## config.mk

```make
export PLATFORM = sky130hd
export DESIGN_NAME = uart_tx_arbiter_flat
export DESIGN_NICKNAME = d
export VERILOG_FILES = /design/src/rtl/uart_tx_arbiter_if.sv /design/src/rtl/uart_tx_arbiter.sv /design/src/flat_wrapper.sv
export SDC_FILE = /design/constraint.sdc
export NUM_CORES = 1
export LEC_CHECK = 0
export CORE_AREA = 10 10 66 68
export DETAILED_ROUTE_END_ITERATION = 12
export DIE_AREA = 0 0 76 78
export GPL_ROUTABILITY_DRIVEN = 0
export PLACE_DENSITY_LB_ADDON = 0.05
export REMOVE_ABC_BUFFERS = 1
export SLEW_MARGIN = 20
export SYNTH_ARGS = -nofsm -noshare
export SYNTH_HDL_FRONTEND = slang
export SYNTH_SLANG_ARGS = --single-unit
```

## constraint.sdc

```tcl
create_clock -name clk -period 1.56 [get_ports clk]
set_clock_uncertainty 0.1 [all_clocks]
set_input_delay 0.156 -clock clk [delete_from_list [all_inputs] [get_ports clk]]
set_output_delay 0.156 -clock clk [all_outputs]
set_load 0.05 [all_outputs]
```

## src/rtl/uart_tx_arbiter_if.sv

```systemverilog
// Handshake bundle between message producers, the TX arbiter and the downstream TX shifter.
// master: arbiter side; slave: producer/shifter side.
interface uart_tx_arbiter_if #(
  parameter int unsigned CHANNELS  = 4,
  parameter int unsigned DATA_BITS = 8
);
  localparam int unsigned TAG_BITS = $clog2(CHANNELS);

  logic [CHANNELS*DATA_BITS-1:0] req_data;
  logic [CHANNELS-1:0]           req_valid;
  logic [CHANNELS-1:0]           req_ready;
  logic [TAG_BITS+DATA_BITS-1:0] tx_data;
  logic                          tx_start;
  logic                          tx_busy;
  logic [TAG_BITS-1:0]           grant_id;

  modport master (
    input  req_data, req_valid, tx_busy,
    output req_ready, tx_data, tx_start, grant_id
  );

  modport slave (
    output req_data, req_valid, tx_busy,
    input  req_ready, tx_data, tx_start, grant_id
  );
endinterface

```

## src/rtl/uart_tx_arbiter.sv

```systemverilog
// Round-robin arbiter feeding tagged {channel, data} frames to one TX shifter.
// Define UART_TX_ARBITER_FIXED_PRIO_EN for fixed priority (lowest channel index wins).
module uart_tx_arbiter #(
  parameter int unsigned CHANNELS  = 4,
  parameter int unsigned DATA_BITS = 8
) (
  input logic               clk,
  input logic               nrst,
  uart_tx_arbiter_if.master bus
);
  localparam int unsigned TAG_BITS  = $clog2(CHANNELS);
  localparam int unsigned CAND_BITS = TAG_BITS + 1;

  typedef enum logic [1:0] {StArb, StWaitAck, StWaitDone} state_e;

  state_e                        state_q, state_d;
  logic [TAG_BITS-1:0]           ptr_q, ptr_d;
  logic [TAG_BITS-1:0]           grant_id_q, grant_id_d;
  logic [TAG_BITS+DATA_BITS-1:0] tx_data_q, tx_data_d;
  logic                          tx_start_q, tx_start_d;
  logic [TAG_BITS-1:0]           win_idx;
  logic                          win_found;
  logic                          grant;
  logic [CAND_BITS-1:0]          cand;
  logic [DATA_BITS-1:0]          words [CHANNELS];

  for (genvar g = 0; g < CHANNELS; g++) begin : g_words
    assign words[g] = bus.req_data[g*DATA_BITS +: DATA_BITS];
  end

  // Scan ptr, ptr+1, ... with an explicit modulo wrap so non-power-of-two CHANNELS work.
  always_comb begin
    win_found = 1'b0;
    win_idx   = '0;
    cand      = '0;
    for (int unsigned i = 0; i < CHANNELS; i++) begin
      cand = {1'b0, ptr_q} + CAND_BITS'(i);
      if (cand >= CAND_BITS'(CHANNELS)) begin
        cand = cand - CAND_BITS'(CHANNELS);
      end
      if (!win_found && bus.req_valid[cand[TAG_BITS-1:0]]) begin
        win_found = 1'b1;
        win_idx   = cand[TAG_BITS-1:0];
      end
    end
  end

  assign grant = nrst && (state_q == StArb) && !bus.tx_busy && win_found;

  always_comb begin
    bus.req_ready = '0;
    if (grant) begin
      bus.req_ready[win_idx] = 1'b1;
    end
  end

  always_comb begin
    state_d    = state_q;
    ptr_d      = ptr_q;
    grant_id_d = grant_id_q;
    tx_data_d  = tx_data_q;
    tx_start_d = tx_start_q;
    unique case (state_q)
      StArb: begin
        if (grant) begin
          tx_data_d  = {win_idx, words[win_idx]};
          grant_id_d = win_idx;
          tx_start_d = 1'b1;
          state_d    = StWaitAck;
`ifdef UART_TX_ARBITER_FIXED_PRIO_EN
          ptr_d      = '0;
`else
          ptr_d      = (win_idx == TAG_BITS'(CHANNELS - 1)) ? '0 : win_idx + TAG_BITS'(1);
`endif
        end
      end
      StWaitAck: begin
        if (bus.tx_busy) begin
          tx_start_d = 1'b0;
          state_d    = StWaitDone;
        end
      end
      StWaitDone: begin
        // The exit cycle itself never grants; arbitration resumes next cycle.
        if (!bus.tx_busy) begin
          state_d = StArb;
        end
      end
      default: state_d = StArb;
    endcase
  end

  always_ff @(posedge clk) begin
    if (!nrst) begin
      state_q    <= StArb;
      ptr_q      <= '0;
      grant_id_q <= '0;
      tx_data_q  <= '0;
      tx_start_q <= 1'b0;
    end else begin
      state_q    <= state_d;
      ptr_q      <= ptr_d;
      grant_id_q <= grant_id_d;
      tx_data_q  <= tx_data_d;
      tx_start_q <= tx_start_d;
    end
  end

  assign bus.tx_data  = tx_data_q;
  assign bus.tx_start = tx_start_q;
  assign bus.grant_id = grant_id_q;
endmodule

```

## src/flat_wrapper.sv

```systemverilog
// flat-port wrapper written by rule: the top's interface ports become plain ports
module uart_tx_arbiter_flat 
#(
  parameter int unsigned CHANNELS  = 4,
  parameter int unsigned DATA_BITS = 8
)
  (clk, nrst, bus_req_data, bus_req_valid, bus_tx_busy, bus_req_ready, bus_tx_data, bus_tx_start, bus_grant_id);
  uart_tx_arbiter_if #(.CHANNELS(CHANNELS), .DATA_BITS(DATA_BITS)) bus_i ();
  input logic clk;
  input logic nrst;
  input wire logic [$bits(bus_i.req_data)-1:0] bus_req_data;
  input wire logic [$bits(bus_i.req_valid)-1:0] bus_req_valid;
  input wire logic [$bits(bus_i.tx_busy)-1:0] bus_tx_busy;
  output wire logic [$bits(bus_i.req_ready)-1:0] bus_req_ready;
  output wire logic [$bits(bus_i.tx_data)-1:0] bus_tx_data;
  output wire logic [$bits(bus_i.tx_start)-1:0] bus_tx_start;
  output wire logic [$bits(bus_i.grant_id)-1:0] bus_grant_id;
  assign bus_i.req_data = bus_req_data;
  assign bus_i.req_valid = bus_req_valid;
  assign bus_i.tx_busy = bus_tx_busy;
  assign bus_req_ready = bus_i.req_ready;
  assign bus_tx_data = bus_i.tx_data;
  assign bus_tx_start = bus_i.tx_start;
  assign bus_grant_id = bus_i.grant_id;
  uart_tx_arbiter #(.CHANNELS(CHANNELS), .DATA_BITS(DATA_BITS)) u_core (.clk(clk), .nrst(nrst), .bus(bus_i));
endmodule
```

==> impl_results.md, run 1 <==
- Failing checks: setup timing
- Syn Inst Count: 107
- Seq/Total Area, Yosys: 28.6%
- Num rows: 21
- Largest delay share family, worst path: simple AND/OR/NAND/NOR gates
- Placement Cell Area: 0.00171 mm2
- Core area: 0.00318 mm2
- Min-delay src: bus_req_valid[2]
- DRT Wirelength: 3600 um
- PortBufs: 55
- Synth top area cells: dfxtp_1 (29%), mux2i_1 (14%), o221ai_1 (5.0%)
- Clk root buf: clkbuf_4
- H-tree Lvls: 1
- Drt wl/cell: 15.4 um
- CP Cell Sequence: and2b_4, o21bai_4, and3b_2, inv_2, ha_2, and2_4, buf_8
- Hold Path End: u_core.state_q[0]
- Residual DRC: 0
- Crit path required time: 1.30 ns
- Reg2Reg Setup Slack: -0.29 ns
- Design area: 0.00200 mm2
- CTS tree: built
- HP Class: input port to flop
- Worst hold slack: 0.379 ns
- Hold_buf cts: 0
- # IOs: 56
- CTS max path bufs: 2
- Post-layout nets: 232
- Number of distinct library cells after synthesis: 38
- Syn. warnings: 0
- FF-to-FF End: u_core.bus.tx_data[3]
- Slowest CP cell: dfxtp_2
- Tcrit/Tclk final: 126%
- Startpoint types: flop
- First-pass DRT Iterations: 7
- Die area: 0.00593 mm2
- Share of layout cells above drive strength 1: 47.3%
- Setup violators final: 15
- Clk slew on worst S/H paths: 0.09 ns
- Num CTS Buffers: 3
- Max Cap Violations: 0
- Crit path launch: u_core.ptr_q[0]
- Initial antenna violation count: 0
- Maximum fanout along the worst path: 4
- Pwr/cell area: 745 mW/mm2
- Largest net degree at the start of global routing: 15
- Post-Route Setup TNS: -3.80 ns
- R2R Path Start: u_core.ptr_q[0]
- Post-synthesis instance area: 0.00105 mm2
- Clock Latency Late Sink: 0.28 ns
- DP Wirelength: 2640 um
- Largest stage delay on the critical path: 0.36 ns
- Worst Setup End Kind: primary output
- CTS Sinks: 15
- Via count: 1116
- Die X: 76 um
- Vias in the first global route: 1207
- WP data arrival: 1.71 ns
- Syn_area_per_cell: 9.80 um2
- Total grt overflow: 0
- Die H: 78 um
- Tmin final: 1.96 ns
- Yosys top cell area share: 28.6%
- Reg2Reg Depth: 8
- DRT iter0 DRCs: 35
- First-pass GRT wire length: 5870 um
- Worst Path Buf+Inv: 2
- Worst slew margin: 80.7%
- Growth of design area from synthesis to finish: 90.5%
- Slew @ Worst Pin: 0.289 ns
- Detail-routed via count per cell: 4.77
- Initial Util: 33.0%
- Total GRT Usage: 11.8%
- Critical path class: flop to primary output
- Leak Pwr: 0.843 nW
- Final hold vios: 0
- Worst Hold Depth: 6
- Setup WS pre-CTS: -0.607 ns
- Unrepaired setup endpoints after global routing: yes
- Post-route ant nets: 0
- Slew Limit Fails: 0
- ANT cells: 0
- Post-route setup slack: -0.403 ns
- Post-synth top area cell: dfxtp_1
- Outcome: finished, violations left
- Peak supply drop: 0.377 mV
- Synthesized flop and latch total: 15
- Max Clk Rate: 509 MHz
==> where the power goes <==
group	switching, mW	total (mW)	leakage [nW]	internal [mW]
sequential	0.0314	0.459	0.125	0.427
combinational	0.401	0.801	0.703	0.400
clock	0.128	0.227	0.0150	0.0992
total	0.561	1.49	0.843	0.927
==> routing by layer <==
layer | routed length (um) | up-vias | global-route usage [%] | part of all wire, %
met5 | 0 | - | 0 | 0
met4 | 20 | 0 | 2.84 | 0.56
met3 | 232 | 2 | 3.69 | 6.5
met2 | 1840 | 35 | 21.3 | 51
met1 | 1500 | 519 | 13.2 | 42
li1 | - | 560 | - | -
==> placed cells by master (no fill, tap or decap), drive strengths merged, types with 4 or more instances in the layout <==
cell / n
inv: 4
nor2: 8
nand2: 7
o221ai: 7
dfxtp: 15
mux2i: 15
o21ai: 5
ha: 4
and2: 5
nand3: 11
buf: 43
clkdlybuf4s50: 34
clkbuf: 4
==> worst register-to-register path: cells and delay by family (launching register included) <==
kind | cells | cell delay, ns
AOI/OAI and AO/OA | 2 | 0.24
buffers and inverters | 3 | 0.38
DFF | 1 | 0.36
muxes | 1 | 0.21
and+or+nand+nor | 2 | 0.45
==> synth_stat cells (all sizes together) <==
master  instances
and3b           1
and2b           1
and3            1
and2            5
ha              4
buf             5
o211ai          2
a31o            1
dfxtp          15
nand3          11
inv             4
nor4            1
mux2i          15
nor2            8
o21bai          2
xor2            1
or3             1
bufbuf          1
a31oi           1
o21ai           5
nor2b           3
o221ai          7
a211o           1
nand2           7
and4            1
nor3            1
or3b            1
a21oi           1
==> flip-flops by register name, indices dropped and copies added (netlist names) <==
name                 cells
u_core.bus.grant_id      1
u_core.bus.tx_data       9
u_core.bus.tx_start      1
u_core.ptr_q             2
u_core.state_q           2
==> worst max path at each step <==
stage	to	slack (ns)	depth (start not counted)
final	bus_req_ready[0]	-0.40	7
after global routing	bus_req_ready[0]	-0.46	7
after CTS	bus_req_ready[2]	-0.39	7
after detailed placement	u_core.bus.tx_data[1]	-0.61	7
after global placement	u_core.bus.tx_data[7]	-0.54	7
after floorplan	bus_req_ready[1]	-0.75	5
==> per-stage QoR <==
step / cells / total power [mW] / utilization [%]
3_5_place_dp: 220 / 1.11 / 53.8
5_1_grt: 234 / 1.57 / 62.8
6_report: 234 / 1.49 / 62.8
4_1_cts: 231 / 1.47 / 60.5
3_3_place_gp: 220 / 1.10 / 53.8
2_1_floorplan: 101 / 0.822 / -
==> cells by family after synthesis <==
kind of cell	share of synthesized area (%)
simple gates	26.0
compound gates	16.7
mux	14.3
flops	28.6
buf+inv	8.71
fa+ha+maj	4.77
xor+xnor	0.835
==> layout make-up <==
class                      instances  area, um2
clock buffer                       4       26.3
fill                             272       1180
inverter                           4       15.0
tap                               46       57.6
sequential                        15        304
multi-input combinational         84        793
timing repair buffer              81        801
==> what timing repair did <==
action | CTS | global route
setup buffers | 4 | 4
gates cloned | 3 | 0
setup endpoints to repair | 16 | 16
pin swaps | 12 | 11
gates resized for setup | 34 | 14
Note: power is estimated with default switching activity, not from simulation.
==> run 2: changes to the inputs <==
--- a/config.mk
+++ b/config.mk
@@ -5,9 +5,9 @@
 export SDC_FILE = /design/constraint.sdc
 export NUM_CORES = 1
 export LEC_CHECK = 0
-export CORE_AREA = 10 10 66 68
+export CORE_AREA = 8 8 51 84
 export DETAILED_ROUTE_END_ITERATION = 12
-export DIE_AREA = 0 0 76 78
+export DIE_AREA = 0 0 59 92
 export GPL_ROUTABILITY_DRIVEN = 0
 export PLACE_DENSITY_LB_ADDON = 0.05
 export REMOVE_ABC_BUFFERS = 1
==> impl_results.md, run 2 (synthesis gave the netlist of run 1 again) <==
- Outcome: finished, violations left (unchanged)
- Failing checks: setup timing (unchanged)
- Crit path required time: 1.30 ns (about the same)
- CTS Sinks: 15 (unchanged)
- Unrepaired setup endpoints after global routing: yes (unchanged)
- Drt wl/cell: 15.4 um (about the same)
- Die area: 0.00543 mm2 (was 0.00593 mm2)
- DRT Wirelength: 3600 um (about the same)
- Post-route ant nets: 0 (unchanged)
- Residual DRC: 0 (unchanged)
- Total grt overflow: 0 (unchanged)
- PortBufs: 55 (unchanged)
- Clk root buf: clkbuf_8 (was clkbuf_4)
- Core area: 0.00311 mm2 (was 0.00318 mm2)
- Clock Latency Late Sink: 0.25 ns (was 0.28 ns)
- DP Wirelength: 2630 um (was 2640 um)
- Largest net degree at the start of global routing: 15 (unchanged)
- Placement Cell Area: 0.00171 mm2 (about the same)
- Most frequent cells in the layout: buf_4 (34), clkdlybuf4s50_1 (32), mux2i_1 (12), dfxtp_1 (12) (was clkdlybuf4s50_1 (34), buf_4 (32), dfxtp_1 (12))
- Worst slew margin: 78.7% (was 80.7%)
- Max Cap Violations: 0 (unchanged)
- Max reg flops: 9 (unchanged)
- Hold_buf cts: 0 (unchanged)
- Slowest CP cell: dfxtp_2 (unchanged)
- Die H: 92 um (was 78 um)
- Worst Hold Depth: 3 (was 6)
- HP Class: input port to flop (unchanged)
- ANT cells: 0 (unchanged)
- Tmin final: 1.90 ns (was 1.96 ns)
- Internal power: 1.01 mW (was 927 uW)
- Vias in the first global route: 1285 (was 1207)
- Design area: 0.00203 mm2 (was 0.00200 mm2)
- Reg2Reg Depth: 8 (unchanged)
- Util after Layout: 65.4% (was 62.8%)
- Via count: 1136 (was 1116)
- # IOs: 56 (unchanged)
- CTS tree: built (unchanged)
- Die X: 59 um (was 76 um)
- Clk slew on worst S/H paths: 0.06 ns (was 0.09 ns)
- Worst Path Buf+Inv: 2 (unchanged)
- Worst path depth: 7 (unchanged)
- Initial antenna violation count: 0 (unchanged)
- Post-route setup slack: -0.344 ns (was -0.403 ns)
- R2R Path Start: u_core.ptr_q[0] (unchanged)
- CTS max path bufs: 2 (unchanged)
- Post-Route Setup TNS: -3.45 ns (was -3.80 ns)
- Largest stage delay on the critical path: 0.34 ns (was 0.36 ns)
- Pwr/cell area: 771 mW/mm2 (was 745 mW/mm2)
- Initial Util: 33.7% (was 33.0%)
- Post-layout nets: 235 (was 232)
- Tcrit/Tclk final: 122% (was 126%)
- DRT iter0 DRCs: 11 (was 35)
- Maximum fanout along the worst path: 5 (was 4)
- Sequential power share: 29.4% (was 30.8%)
- WP data arrival: 1.65 ns (was 1.71 ns)
- First-pass GRT wire length: 5890 um (was 5870 um)
- H-tree Lvls: 1 (unchanged)
- Power share of the clock group: 19.9% (was 15.3%)
- Setup violators final: 16 (was 15)
- CP Cell Sequence: and2b_4, o21bai_4, and3b_2, inv_2, ha_2, and2_4, buf_8 (unchanged)
- Max Clk Rate: 525 MHz (was 509 MHz)
- Startpoint types: flop (unchanged)
- Growth of design area from synthesis to finish: 93.9% (was 90.5%)
- Commonest non-fill, non-tap cell in the layout: buf_4 (was clkdlybuf4s50_1)
- Min-delay src: bus_tx_busy (was bus_req_valid[2])
- Worst hold slack: 0.309 ns (was 0.379 ns)
- Largest delay share family, worst path: simple AND/OR/NAND/NOR gates (unchanged)
- Psw: 563 uW (was 561 uW)
- Comb pwr share: 50.6% (was 53.9%)
- Reg2Reg Setup Slack: -0.31 ns (was -0.29 ns)
- Total power: 1.57 mW (was 1.49 mW)
- Sw Share: 35.9% (was 37.7%)
- First-pass DRT Iterations: 4 (was 7)
- Crit path launch: u_core.ptr_q[0] (unchanged)
- Slew @ Worst Pin: 0.317 ns (was 0.289 ns)
- Num rows: 27 (was 21)
- Total GRT Usage: 13.6% (was 11.8%)
- Critical path class: flop to primary output (unchanged)
- Worst Setup End Kind: primary output (unchanged)
- Slew Limit Fails: 0 (unchanged)
- Peak supply drop: 0.565 mV (was 0.377 mV)
- Share of layout cells above drive strength 1: 47.6% (was 47.3%)
- Detail-routed via count per cell: 4.85 (was 4.77)
- Leak Pwr: 0.873 nW (was 0.843 nW)
- Final hold vios: 0 (unchanged)
- Num CTS Buffers: 3 (unchanged)
==> run 2: area by class of cell <==
type / instances / area (um2)
fillers: 289 / 1070
well taps: 43 / 53.8
flip-flops and latches: 15 / 304
clock buffers: 3 / 41.3
inverters: 4 / 15.0
multi-input cells: 83 / 774
clock inverters: 1 / 5.00
repair buffers: 85 / 840
==> run 2: routing by layer <==
layer	vias to the layer above	track usage, %	part of all wire (%)
met5	-	0	0
met2	42	24.6	54
met4	0	4.22	1.5
li1	560	-	-
met1	529	14.6	39
met3	5	3.50	5.3
==> run 2: power groups by stage <==
stage          sequential [mW]  clock [mW]  combinational [mW]
6_report                 0.461       0.313               0.794
5_1_grt                  0.467       0.341               0.845
4_1_cts                  0.460       0.320               0.714
3_5_place_dp             0.465           0               0.647
3_3_place_gp             0.465           0               0.639
2_1_floorplan            0.601           0               0.221
==> run 2: timing repair <==
item	4_1_cts	5_1_grt
gates cloned	1	1
endpoints found under the setup margin	16	16
gates resized for setup	34	13
pin swaps	13	9
buffers inserted	8	5
==> run 2: worst register-to-register path: stages, from the launching register on <==
cell and delay (ns):
dfxtp_2 0.34, and2b_4 0.20, o21bai_4 0.11, and3b_2 0.26, buf_4 0.13, buf_6 0.11, clkbuf_16 0.16, mux2i_4 0.22
o221ai_2 0.12
==> run 2: metrics by stage <==
stage	std cells	setup slack (ns)
final	234	-0.344
after global routing	234	-0.437
after CTS	229	-0.332
after detailed placement	216	-0.642
after global placement	216	-0.619
after floorplan	101	-0.752
==> run 2: worst paths after layout <==
path / end
worst min-delay path: u_core.state_q[1]
worst min register to register: u_core.bus.grant_id[1]
worst max register to register: u_core.bus.tx_data[3]
worst max-delay path: bus_req_ready[0]
==> run 3: changes to the inputs <==
--- a/config.mk
+++ b/config.mk
@@ -15,3 +15,4 @@
 export SYNTH_ARGS = -nofsm -noshare
 export SYNTH_HDL_FRONTEND = slang
 export SYNTH_SLANG_ARGS = --single-unit
+export TNS_END_PERCENT = 30
==> constraint.sdc (replaced) <==
create_clock -name clk -period 1.56 [get_ports clk]
set_clock_uncertainty 0.1 [all_clocks]
set_input_delay 0.39 -clock clk [delete_from_list [all_inputs] [get_ports clk]]
set_output_delay 0.39 -clock clk [all_outputs]
set_load 0.05 [all_outputs]
==> impl_results.md, run 3 (synthesis gave the netlist of run 1 again) <==
- H-tree Lvls: 1 (unchanged)
- CTS max path bufs: 2 (unchanged)
- Residual DRC: 0 (unchanged)
- Worst Hold Depth: 3 (unchanged)
- Post-route setup slack: -0.611 ns (was -0.344 ns)
- Setup violators final: 16 (unchanged)
- WP data arrival: 1.68 ns (was 1.65 ns)
- DRT Wirelength: 3880 um (was 3600 um)
- Crit path required time: 1.07 ns (was 1.30 ns)
- Initial Util: 33.7% (unchanged)
- Placement Cell Area: 0.00187 mm2 (was 0.00171 mm2)
- Initial antenna violation count: 0 (unchanged)
- CP Cell Sequence: and2b_4, o21bai_4, and3b_2, inv_2, ha_2, and2_4, buf_8 (unchanged)
- Min-delay src: bus_tx_busy (unchanged)
- DRT iter0 DRCs: 15 (was 11)
- Largest net degree at the start of global routing: 15 (unchanged)
- R2R Path Start: u_core.ptr_q[0] (unchanged)
- Failing checks: setup timing (unchanged)
- Num CTS Buffers: 3 (unchanged)
- Die H: 92 um (unchanged)
- Final hold vios: 0 (unchanged)
- Drt wl/cell: 16.7 um (was 15.4 um)
- Die area: 0.00543 mm2 (unchanged)
- Leak Pwr: 0.913 nW (was 0.873 nW)
- Worst path depth: 7 (unchanged)
- Pwr/cell area: 772 mW/mm2 (was 771 mW/mm2)
- Clk slew on worst S/H paths: 0.06 ns (about the same)
- Outcome: finished, violations left (unchanged)
- Num rows: 27 (unchanged)
- Slowest CP cell: dfxtp_4 (was dfxtp_2)
- Via count: 1161 (was 1136)
- ANT cells: 0 (unchanged)
- DP Wirelength: 2690 um (was 2630 um)
- Die X: 59 um (unchanged)
- Hold_buf cts: 0 (unchanged)
- Clock Latency Late Sink: 0.25 ns (about the same)
- Max Cap Violations: 0 (unchanged)
- Share of layout cells above drive strength 1: 52.1% (was 47.6%)
- First-pass DRT Iterations: 4 (unchanged)
- Crit path launch: u_core.ptr_q[0] (unchanged)
- # IOs: 56 (unchanged)
- PortBufs: 55 (unchanged)
- Post-Route Setup TNS: -4.61 ns (was -3.45 ns)
- Vias in the first global route: 1341 (was 1285)
- Clk root buf: clkbuf_8 (unchanged)
- Core area: 0.00311 mm2 (unchanged)
- CTS tree: built (unchanged)
- Post-layout nets: 234 (was 235)
- Worst Setup End Kind: primary output (unchanged)
- Detail-routed via count per cell: 4.98 (was 4.85)
- Startpoint types: flop (unchanged)
- Unrepaired setup endpoints after global routing: yes (unchanged)
- Critical path class: flop to primary output (unchanged)
- Tcrit/Tclk final: 139% (was 122%)
- Growth of design area from synthesis to finish: 110% (was 93.9%)
- HP Class: input port to flop (unchanged)
- Commonest non-fill, non-tap cell in the layout: clkdlybuf4s50_1 (was buf_4)
- Filler Cells Inserted: 247 (was 289)
- Peak supply drop: 0.867 mV (was 0.565 mV)
- Tmin final: 2.17 ns (was 1.90 ns)
- Slew Limit Fails: 0 (unchanged)
- Largest stage delay on the critical path: 0.36 ns (was 0.34 ns)
- Most frequent cells in the layout: clkdlybuf4s50_1 (32), buf_4 (23), buf_12 (16) (was buf_4 (34), clkdlybuf4s50_1 (32), mux2i_1 (12), dfxtp_1 (12))
- Post-route ant nets: 0 (unchanged)
- Largest delay share family, worst path: simple AND/OR/NAND/NOR gates (unchanged)
- Worst slew margin: 81.6% (was 78.7%)
- Slew @ Worst Pin: 0.276 ns (was 0.317 ns)
- First-pass GRT wire length: 6410 um (was 5890 um)
- Worst Path Buf+Inv: 2 (unchanged)
- Total power: 1.70 mW (was 1.57 mW)
- Max reg flops: 9 (unchanged)
- Total GRT Usage: 14.9% (was 13.6%)
- Maximum fanout along the worst path: 5 (unchanged)
- CTS Sinks: 15 (unchanged)
- Util after Layout: 70.7% (was 65.4%)
- Max Clk Rate: 461 MHz (was 525 MHz)
- Reg2Reg Depth: 7 (was 8)
- Total grt overflow: 0 (unchanged)
- Design area: 0.00220 mm2 (was 0.00203 mm2)
[run 3: cell types whose count changed in the layout (fill, tap and decap cells not counted), moves of 2 or more]
| cell | change |
|---|---|
| buf_12 | +11 |
| buf_4 | -11 |
| dlygate4sd2_1 | -6 |
| buf_2 | +3 |
| clkdlybuf4s15_2 | +3 |
| buf_6 | -2 |
| nand3_1 | -2 |
| nand3_2 | +2 |
| nor2b_1 | -2 |
| nor2b_4 | +2 |
[run 3: power breakdown]
group          internal, mW  switching, mW  total [mW]
registers             0.427         0.0551       0.482
clock network         0.181          0.135       0.316
logic                 0.493          0.406       0.898
[run 3: layout make-up]
class                      count  area [um2]  area share, %
inverter                       4        15.0          0.683
tap                           43        53.8           2.45
multi-input combinational     84         820           37.3
timing repair buffer          83         958           43.6
clock buffer                   4        45.0           2.05
sequential                    15         307           13.9
[run 3: worst reg2reg max path, delay by kind of cell (launching register included)]
| family | cells | cell delay [ns] |
|---|---|---|
| simple gates | 2 | 0.46 |
| buf+inv | 2 | 0.41 |
| flops | 1 | 0.36 |
| compound gates | 2 | 0.23 |
| mux | 1 | 0.18 |
[run 3: layer usage]
layer  part of all wire, %  wire [um]  vias to the layer above  global-route usage, %
met5                     0          0                        -                      0
met3                   5.7        222                        6                   3.64
met2                    57       2200                       43                   28.1
met1                    36       1400                      552                   15.0
li1                      -          -                      560                      -
met4                   1.6         62                        0                   5.02
[run 3: repair_timing]
item                                    CTS  global route
hold endpoints to repair                  0             0
pin swaps                                14             6
setup buffers                             7             1
resized for setup                        60             8
gates cloned                              3             0
endpoints found under the setup margin   17            16
[run 3: final timing paths]
check	slack, ns	endpoint
max	-0.61	bus_req_ready[2]
min	0.41	u_core.state_q[1]
max reg2reg	-0.31	u_core.bus.tx_data[6]
min reg2reg	0.45	u_core.bus.tx_data[5]
[run 3: through the flow]
stage / hold slack (ns) / worst slack [ns] / std cells
after floorplan: 0.400 / -1.01 / 101
after global placement: 0.425 / -1.03 / 219
after detailed placement: 0.446 / -1.09 / 219
after CTS: 0.419 / -0.602 / 232
after global routing: 0.428 / -0.677 / 233
final: 0.412 / -0.611 / 233
